`src/rtl/atmega_tim_pkg.sv`:
```
// Shared register bit positions and clock-select encodings for the AVR-style
// 8-bit timer with input capture.
package atmega_tim_pkg;

  localparam int unsigned TCCR_CS_LSB   = 0;
  localparam int unsigned TCCR_CS_MSB   = 2;
  localparam int unsigned TCCR_ICES_BIT = 6;
  localparam int unsigned TCCR_ICNC_BIT = 7;
  localparam int unsigned TIMSK_TOIE_BIT = 0;
  localparam int unsigned TIMSK_ICIE_BIT = 5;
  localparam int unsigned TIFR_TOV_BIT   = 0;
  localparam int unsigned TIFR_ICF_BIT   = 5;

  typedef enum logic [2:0] {
    CS_STOP    = 3'b000,
    CS_CLK1    = 3'b001,
    CS_CLK8    = 3'b010,
    CS_CLK64   = 3'b011,
    CS_CLK256  = 3'b100,
    CS_CLK1024 = 3'b101,
    CS_RSV6    = 3'b110,
    CS_RSV7    = 3'b111
  } cs_e;

  // pre_rise is {clk1024, clk256, clk64, clk8} rising-edge pulses.
  function automatic logic cs_tick(input cs_e cs, input logic [3:0] pre_rise);
    logic t;
    t = 1'b0;
    case (cs)
      CS_CLK1:    t = 1'b1;
      CS_CLK8:    t = pre_rise[0];
      CS_CLK64:   t = pre_rise[1];
      CS_CLK256:  t = pre_rise[2];
      CS_CLK1024: t = pre_rise[3];
      CS_STOP:    t = 1'b0;
      CS_RSV6:    t = 1'b0;
      CS_RSV7:    t = 1'b0;
      default:    t = 1'b0;
    endcase
    return t;
  endfunction

endpackage

```
`src/rtl/atmega_icp_filter.sv`:
```
// Capture-pin conditioning: 2-flop synchronizer, optional noise canceller
// (ATMEGA_TIM_CAPTURE_NOISE_CANCEL_EN) and rise/fall edge detector.
module atmega_icp_filter (
  input  logic clk_i,
  input  logic rst_i,
  input  logic icp_i,
`ifdef ATMEGA_TIM_CAPTURE_NOISE_CANCEL_EN
  input  logic icnc_i,
`endif
  output logic rise_o,
  output logic fall_o
);

  logic sync1_r;
  logic sync2_r;
  logic prev_r;
  logic level_s;

  // synchronizer for the asynchronous pin
  always_ff @(posedge clk_i or posedge rst_i) begin
    if (rst_i) begin
      sync1_r <= 1'b0;
      sync2_r <= 1'b0;
    end else begin
      sync1_r <= icp_i;
      sync2_r <= sync1_r;
    end
  end

`ifdef ATMEGA_TIM_CAPTURE_NOISE_CANCEL_EN
  logic       filt_r;
  logic [2:0] run_r;

  // level follows the synchronized pin only after four equal differing samples;
  // while bypassed it tracks the pin so enabling it causes no spurious edge
  always_ff @(posedge clk_i or posedge rst_i) begin
    if (rst_i) begin
      filt_r <= 1'b0;
      run_r  <= 3'd0;
    end else if (!icnc_i) begin
      filt_r <= sync2_r;
      run_r  <= 3'd0;
    end else if (sync2_r == filt_r) begin
      run_r  <= 3'd0;
    end else if (run_r == 3'd3) begin
      filt_r <= sync2_r;
      run_r  <= 3'd0;
    end else begin
      run_r  <= run_r + 3'd1;
    end
  end

  assign level_s = icnc_i ? filt_r : sync2_r;
`else
  assign level_s = sync2_r;
`endif

  // edge-history flop for the filtered level
  always_ff @(posedge clk_i or posedge rst_i) begin
    if (rst_i) begin
      prev_r <= 1'b0;
    end else begin
      prev_r <= level_s;
    end
  end

  assign rise_o = level_s & ~prev_r;
  assign fall_o = ~level_s & prev_r;

endmodule

```
`src/rtl/atmega_tim_capture.sv`:
```
// 8-bit timer/counter with input capture unit and overflow/capture interrupts.
// Optional noise canceller enabled by `define ATMEGA_TIM_CAPTURE_NOISE_CANCEL_EN.
module atmega_tim_capture
  import atmega_tim_pkg::*;
#(
  parameter int BUS_ADDR_DATA_LEN = 8,
  parameter logic [BUS_ADDR_DATA_LEN-1:0] TCCR_ADDR  = 8'h80,
  parameter logic [BUS_ADDR_DATA_LEN-1:0] TCNT_ADDR  = 8'h81,
  parameter logic [BUS_ADDR_DATA_LEN-1:0] ICR_ADDR   = 8'h82,
  parameter logic [BUS_ADDR_DATA_LEN-1:0] TIMSK_ADDR = 8'h6F,
  parameter logic [BUS_ADDR_DATA_LEN-1:0] TIFR_ADDR  = 8'h36
) (
  input  logic                         clk_i,
  input  logic                         rst_i,
  input  logic                         clk8_i,
  input  logic                         clk64_i,
  input  logic                         clk256_i,
  input  logic                         clk1024_i,
  input  logic [BUS_ADDR_DATA_LEN-1:0] addr_i,
  input  logic                         wr_i,
  input  logic                         rd_i,
  input  logic [7:0]                   bus_i,
  output logic [7:0]                   bus_o,
  input  logic                         icp_i,
  output logic                         icp_int_o,
  output logic                         tov_int_o,
  input  logic                         icp_int_ack_i,
  input  logic                         tov_int_ack_i
);

  logic [2:0] cs_r;
  logic       ices_r;
  logic       icnc_s;
  logic [7:0] tcnt_r;
  logic [7:0] icr_r;
  logic       toie_r;
  logic       icie_r;
  logic       tov_r;
  logic       icf_r;
  logic [3:0] pre_prev_r;

  logic       wr_tccr_s;
  logic       wr_tcnt_s;
  logic       wr_timsk_s;
  logic       wr_tifr_s;
  logic [3:0] pre_rise_s;
  logic       tick_s;
  logic       wrap_s;
  logic       rise_s;
  logic       fall_s;
  logic       cap_s;
  logic       clr_tov_s;
  logic       clr_icf_s;
  logic [7:0] tccr_view_s;
  logic [7:0] timsk_view_s;
  logic [7:0] tifr_view_s;

  assign wr_tccr_s  = wr_i && (addr_i == TCCR_ADDR);
  assign wr_tcnt_s  = wr_i && (addr_i == TCNT_ADDR);
  assign wr_timsk_s = wr_i && (addr_i == TIMSK_ADDR);
  assign wr_tifr_s  = wr_i && (addr_i == TIFR_ADDR);

  assign pre_rise_s = {clk1024_i, clk256_i, clk64_i, clk8_i} & ~pre_prev_r;
  assign tick_s     = cs_tick(cs_e'(cs_r), pre_rise_s);
  assign wrap_s     = tick_s && !wr_tcnt_s && (tcnt_r == 8'hFF);
  assign cap_s      = ices_r ? rise_s : fall_s;
  assign clr_tov_s  = (wr_tifr_s && bus_i[TIFR_TOV_BIT]) || tov_int_ack_i;
  assign clr_icf_s  = (wr_tifr_s && bus_i[TIFR_ICF_BIT]) || icp_int_ack_i;

  atmega_icp_filter u_filter (
    .clk_i  (clk_i),
    .rst_i  (rst_i),
    .icp_i  (icp_i),
`ifdef ATMEGA_TIM_CAPTURE_NOISE_CANCEL_EN
    .icnc_i (icnc_s),
`endif
    .rise_o (rise_s),
    .fall_o (fall_s)
  );

`ifdef ATMEGA_TIM_CAPTURE_NOISE_CANCEL_EN
  logic icnc_r;

  // noise-canceller enable bit exists only in the filtered build
  always_ff @(posedge clk_i or posedge rst_i) begin
    if (rst_i) begin
      icnc_r <= 1'b0;
    end else if (wr_tccr_s) begin
      icnc_r <= bus_i[TCCR_ICNC_BIT];
    end else begin
      icnc_r <= icnc_r;
    end
  end

  assign icnc_s = icnc_r;
`else
  assign icnc_s = 1'b0;
`endif

  // control and mask registers plus prescaler edge history
  always_ff @(posedge clk_i or posedge rst_i) begin
    if (rst_i) begin
      cs_r       <= 3'd0;
      ices_r     <= 1'b0;
      toie_r     <= 1'b0;
      icie_r     <= 1'b0;
      pre_prev_r <= 4'd0;
    end else begin
      pre_prev_r <= {clk1024_i, clk256_i, clk64_i, clk8_i};
      if (wr_tccr_s) begin
        cs_r   <= bus_i[TCCR_CS_MSB:TCCR_CS_LSB];
        ices_r <= bus_i[TCCR_ICES_BIT];
      end
      if (wr_timsk_s) begin
        toie_r <= bus_i[TIMSK_TOIE_BIT];
        icie_r <= bus_i[TIMSK_ICIE_BIT];
      end
    end
  end

  // counter, capture register and flags; a bus write to TCNT beats a tick,
  // and flag set events beat same-cycle clears
  always_ff @(posedge clk_i or posedge rst_i) begin
    if (rst_i) begin
      tcnt_r <= 8'h00;
      icr_r  <= 8'h00;
      tov_r  <= 1'b0;
      icf_r  <= 1'b0;
    end else begin
      if (wr_tcnt_s) begin
        tcnt_r <= bus_i;
      end else if (tick_s) begin
        tcnt_r <= tcnt_r + 8'd1;
      end
      if (cap_s) begin
        icr_r <= tcnt_r;
      end
      if (wrap_s) begin
        tov_r <= 1'b1;
      end else if (clr_tov_s) begin
        tov_r <= 1'b0;
      end
      if (cap_s) begin
        icf_r <= 1'b1;
      end else if (clr_icf_s) begin
        icf_r <= 1'b0;
      end
    end
  end

  // register views with unimplemented bits reading zero
  always_comb begin
    tccr_view_s  = 8'h00;
    timsk_view_s = 8'h00;
    tifr_view_s  = 8'h00;
    tccr_view_s[TCCR_CS_MSB:TCCR_CS_LSB] = cs_r;
    tccr_view_s[TCCR_ICES_BIT]  = ices_r;
    tccr_view_s[TCCR_ICNC_BIT]  = icnc_s;
    timsk_view_s[TIMSK_TOIE_BIT] = toie_r;
    timsk_view_s[TIMSK_ICIE_BIT] = icie_r;
    tifr_view_s[TIFR_TOV_BIT]    = tov_r;
    tifr_view_s[TIFR_ICF_BIT]    = icf_r;
  end

  always_comb begin
    bus_o = 8'h00;
    if (rd_i) begin
      if (addr_i == TCCR_ADDR) begin
        bus_o = tccr_view_s;
      end else if (addr_i == TCNT_ADDR) begin
        bus_o = tcnt_r;
      end else if (addr_i == ICR_ADDR) begin
        bus_o = icr_r;
      end else if (addr_i == TIMSK_ADDR) begin
        bus_o = timsk_view_s;
      end else if (addr_i == TIFR_ADDR) begin
        bus_o = tifr_view_s;
      end else begin
        bus_o = 8'h00;
      end
    end else begin
      bus_o = 8'h00;
    end
  end

  assign icp_int_o = icf_r & icie_r;
  assign tov_int_o = tov_r & toie_r;

endmodule

```
`config.mk`:
```
export PLATFORM = sky130hd
export DESIGN_NAME = atmega_tim_capture
export DESIGN_NICKNAME = d
export VERILOG_FILES = /design/src/rtl/atmega_tim_pkg.sv /design/src/rtl/atmega_icp_filter.sv /design/src/rtl/atmega_tim_capture.sv
export SDC_FILE = /design/constraint.sdc
export NUM_CORES = 1
export LEC_CHECK = 0
export ABC_CLOCK_PERIOD_IN_PS = 2190
export BUFFER_PORTS_ARGS = -buffer_cell sky130_fd_sc_hd__buf_2
export CELL_PAD_IN_SITES_DETAIL_PLACEMENT = 1
export CELL_PAD_IN_SITES_GLOBAL_PLACEMENT = 2
export CORE_ASPECT_RATIO = 1.5
export CORE_MARGIN = 1
export CORE_UTILIZATION = 30
export DETAILED_ROUTE_END_ITERATION = 8
export MAX_ROUTING_LAYER = met4
export PLACE_DENSITY_LB_ADDON = 0.05
export SLEW_MARGIN = 20
export SYNTH_ARGS = -nofsm -noshare
export SYNTH_HDL_FRONTEND = slang
export SYNTH_SLANG_ARGS = --single-unit
```
`constraint.sdc`:
```
create_clock -name clk_i -period 2.19 [get_ports clk_i]
set_clock_uncertainty 0.2 [all_clocks]
set_input_delay 0.219 -clock clk_i [delete_from_list [all_inputs] [get_ports clk_i]]
set_output_delay 0.219 -clock clk_i [all_outputs]
set_load 0.02 [all_outputs]
```
==> impl_metrics.env <==
export IMPL_status="complete, no violations"
export IMPL_dr_pass1_iters=4
export IMPL_synth_seq_cells=31
export IMPL_hold_ws_ps=9.94
export IMPL_cts_setup_buffers=0
export IMPL_grt_pass1_wl_mm=7.79
export IMPL_antenna_left=0
export IMPL_leakagePower_uw=0.000983
export IMPL_cts_htree_levels=2
export IMPL_rsz0062_at_grt="no"
export IMPL_most_common_layout_cells="buf_2 (36), dfrtp_1 (31), nor2_1 (15)"
export IMPL_final_nets=243
export IMPL_drt_total_wl_mm=4.61
export IMPL_cts_tree="yes"
export IMPL_clock_sinks=31
export IMPL_hold_buffers=9
export IMPL_core_area_sq_um=5450
export IMPL_arrival_ps=2020
export IMPL_ys_seq_area_frac=0.461
export IMPL_regArea_sq_um=776
export IMPL_area_growth_pct=26.5
export IMPL_die_width_um=63.2
export IMPL_multiInputGateArea_sq_um=855
export IMPL_synth_top_area_share=0.461
export IMPL_post_place_cells=269
export IMPL_cts_root_buf="clkbuf_8"
export IMPL_portBuffers=36
export IMPL_grt_use_total=0.180
export IMPL_grt_pass1_vias=1637
export IMPL_io_pins=37
export IMPL_insertion_delay_ps=270
export IMPL_crit_type="input pin to flip-flop"
export IMPL_die_area_sq_um=5920
export IMPL_slowest_delay_ps=550
export IMPL_drive_gt1_frac=0.324
export IMPL_rows=33
export IMPL_fin_util=0.391
export IMPL_syn_instance_count=163
export IMPL_yosysWarningCount=0
export IMPL_clk_pin_slew_ps=60
export IMPL_cts_buffers=5
export IMPL_wl_per_cell_um=16.1
export IMPL_syn_nets=191
export IMPL_drt_iter0_drc=42
export IMPL_power_density_nw_per_um2=664
export IMPL_critPathRequiredTime_ps=2160
export IMPL_yosysTopAreaCell="dfrtp_1"
export IMPL_viasPerCell=5.12
export IMPL_async_flop_share=1.00
export IMPL_slew_headroom=0.706
export IMPL_fin_crit_sh=0.937
export IMPL_ys_top_cells_by_area="dfrtp_1 (46%), mux2_2 (8.7%), nor2_1 (3.3%), a21oi_1 (3.3%), nor4b_4 (2.8%)"
export IMPL_postSynthAreaPerCell_sq_um=10.3
export IMPL_die_h_um=93.7
export IMPL_finalSetupTns_ps=0
export IMPL_fmax_ghz=0.487
export IMPL_antenna_found_initial=0
export IMPL_crit_fanout=11
export IMPL_gr_total_overflow=0
export IMPL_final_common_cell="buf_2"
export IMPL_path_cells="dlygate4sd3_1 > buf_2 > and4bb_1 > or3_4 > o21ai_2 > nor3_1 > a31o_2"
export IMPL_synth_flop_cell="dfrtp_1"
export IMPL_finalSetupViolCount=0
export IMPL_crit_buf_inv=2
export IMPL_synth_edff_count=0
export IMPL_vias=1465
export IMPL_cts_buffer_depth=2
export IMPL_filler_cell_count=667
export IMPL_hold_viol_final=0
export IMPL_drv_cap=0
export IMPL_cpLargestDelayFamily="simple AND/OR/NAND/NOR gates"
export IMPL_place_congestion=0.736
export IMPL_ir_drop_mv=0.400
export IMPL_start_kind="input pin"
export IMPL_ys_types=40
export IMPL_cts_resized=0
export IMPL_tightest_slew_ps=442
export IMPL_grt_max_degree=32
export IMPL_antenna_cells=0
export IMPL_crit_path_top_delay_cell="dlygate4sd3_1"
export IMPL_hpwl_mm=3.50
export IMPL_drc=0
export IMPL_hold_class="input pin to flip-flop"
export IMPL_min_period_ps=2050
export IMPL_cp_end_kind="flip-flop"
export IMPL_slew_viol_final=0
export IMPL_start_util=0.309
export IMPL_fin_cells=286
export IMPL_syn_area_sq_um=1680
[through the flow]
| step | total power (uW) | worst slack [ps] | area [sq um] |
|---|---|---|---|
| detailed placement | 993 | 212 | 1960 |
| finish | 1410 | 139 | 2130 |
| floorplan | 887 | 417 | 1680 |
| global placement | 980 | 253 | 1960 |
| global route | 1500 | 55.6 | 2130 |
| CTS | 1440 | 167 | 2130 |
[synth_stat cells (2+ instances only)]
cell type and number:
nor2_1 15, and2_1 3, a22oi_1 3, o21ai_2 2, mux2_2 13, or3_1 3
o211ai_1 2, nor2b_1 3, buf_2 3, o21ai_0 8, a31oi_1 3, dfrtp_1 31
nand2b_1 3, and4b_1 2, nand4_1 5, mux2i_1 4, xor2_1 3, inv_1 6
nor4b_4 2, nand3_1 7, and4bb_1 2, a31o_2 2, and3_1 2, nand2_1 10
a21oi_1 11
[per-layer routing]
metal | vias to the layer above | track usage | wire length [um]
met5 | - | - | 0
met4 | 0 | 0.0833 | 91
met3 | 7 | 0.0303 | 138
met2 | 33 | 0.340 | 2590
met1 | 725 | 0.175 | 1790
li1 | 700 | - | -
[state kept, by name (all words and copies together), names as in the netlist, 3 cells and up]
| name | cells |
|---|---|
| cs_r | 3 |
| icr_r | 8 |
| pre_prev_r | 4 |
| tcnt_r | 8 |
[worst reg2reg max path, stage by stage (launching register included)]
cell      delay (ps)
dfrtp_1          450
and4bb_1         250
or3_4            380
o21ai_2          190
nor3_1           140
a31o_2           230
[path summary, 6_finish.rpt]
kind,from,end,slack [ps],cells after the start
setup / recovery,clk8_i,tov_r,140,7
hold / removal,bus_i[1],tcnt_r[1],10,3
setup reg to reg,cs_r[1],tov_r,250,5
hold reg to reg,u_filter.sync1_r,u_filter.level_s,150,0
max in group asynchronous,rst_i,tcnt_r[2],1120,4
min in group asynchronous,rst_i,u_filter.sync1_r,370,4
[power by group]
part           switching [uW]  internal [uW]
Sequential               99.2            649
Combinational             121            121
Clock                     202            223
[cell type report]
| type | instances | area share |
|---|---|---|
| Multi-Input combinational cell | 121 | 0.401 |
| Timing Repair Buffer | 50 | 0.145 |
| Clock inverter | 1 | 0.00235 |
| Sequential cell | 31 | 0.364 |
| Clock buffer | 7 | 0.0358 |
| Tap cell | 70 | 0.0411 |
| Inverter | 6 | 0.0106 |
[logic make-up after synthesis]
group	after synthesis	share of synthesized area
AND/OR/NAND/NOR	64	0.233
buffers and inverters	11	0.0312
multiplexers	17	0.111
XOR/XNOR	3	0.0156
flip-flops	31	0.461
adder cells (fa/ha/maj)	1	0.00743
AO/OA/AOI/OAI	36	0.141
No activity file was read; power rests on OpenSTA's default activity.
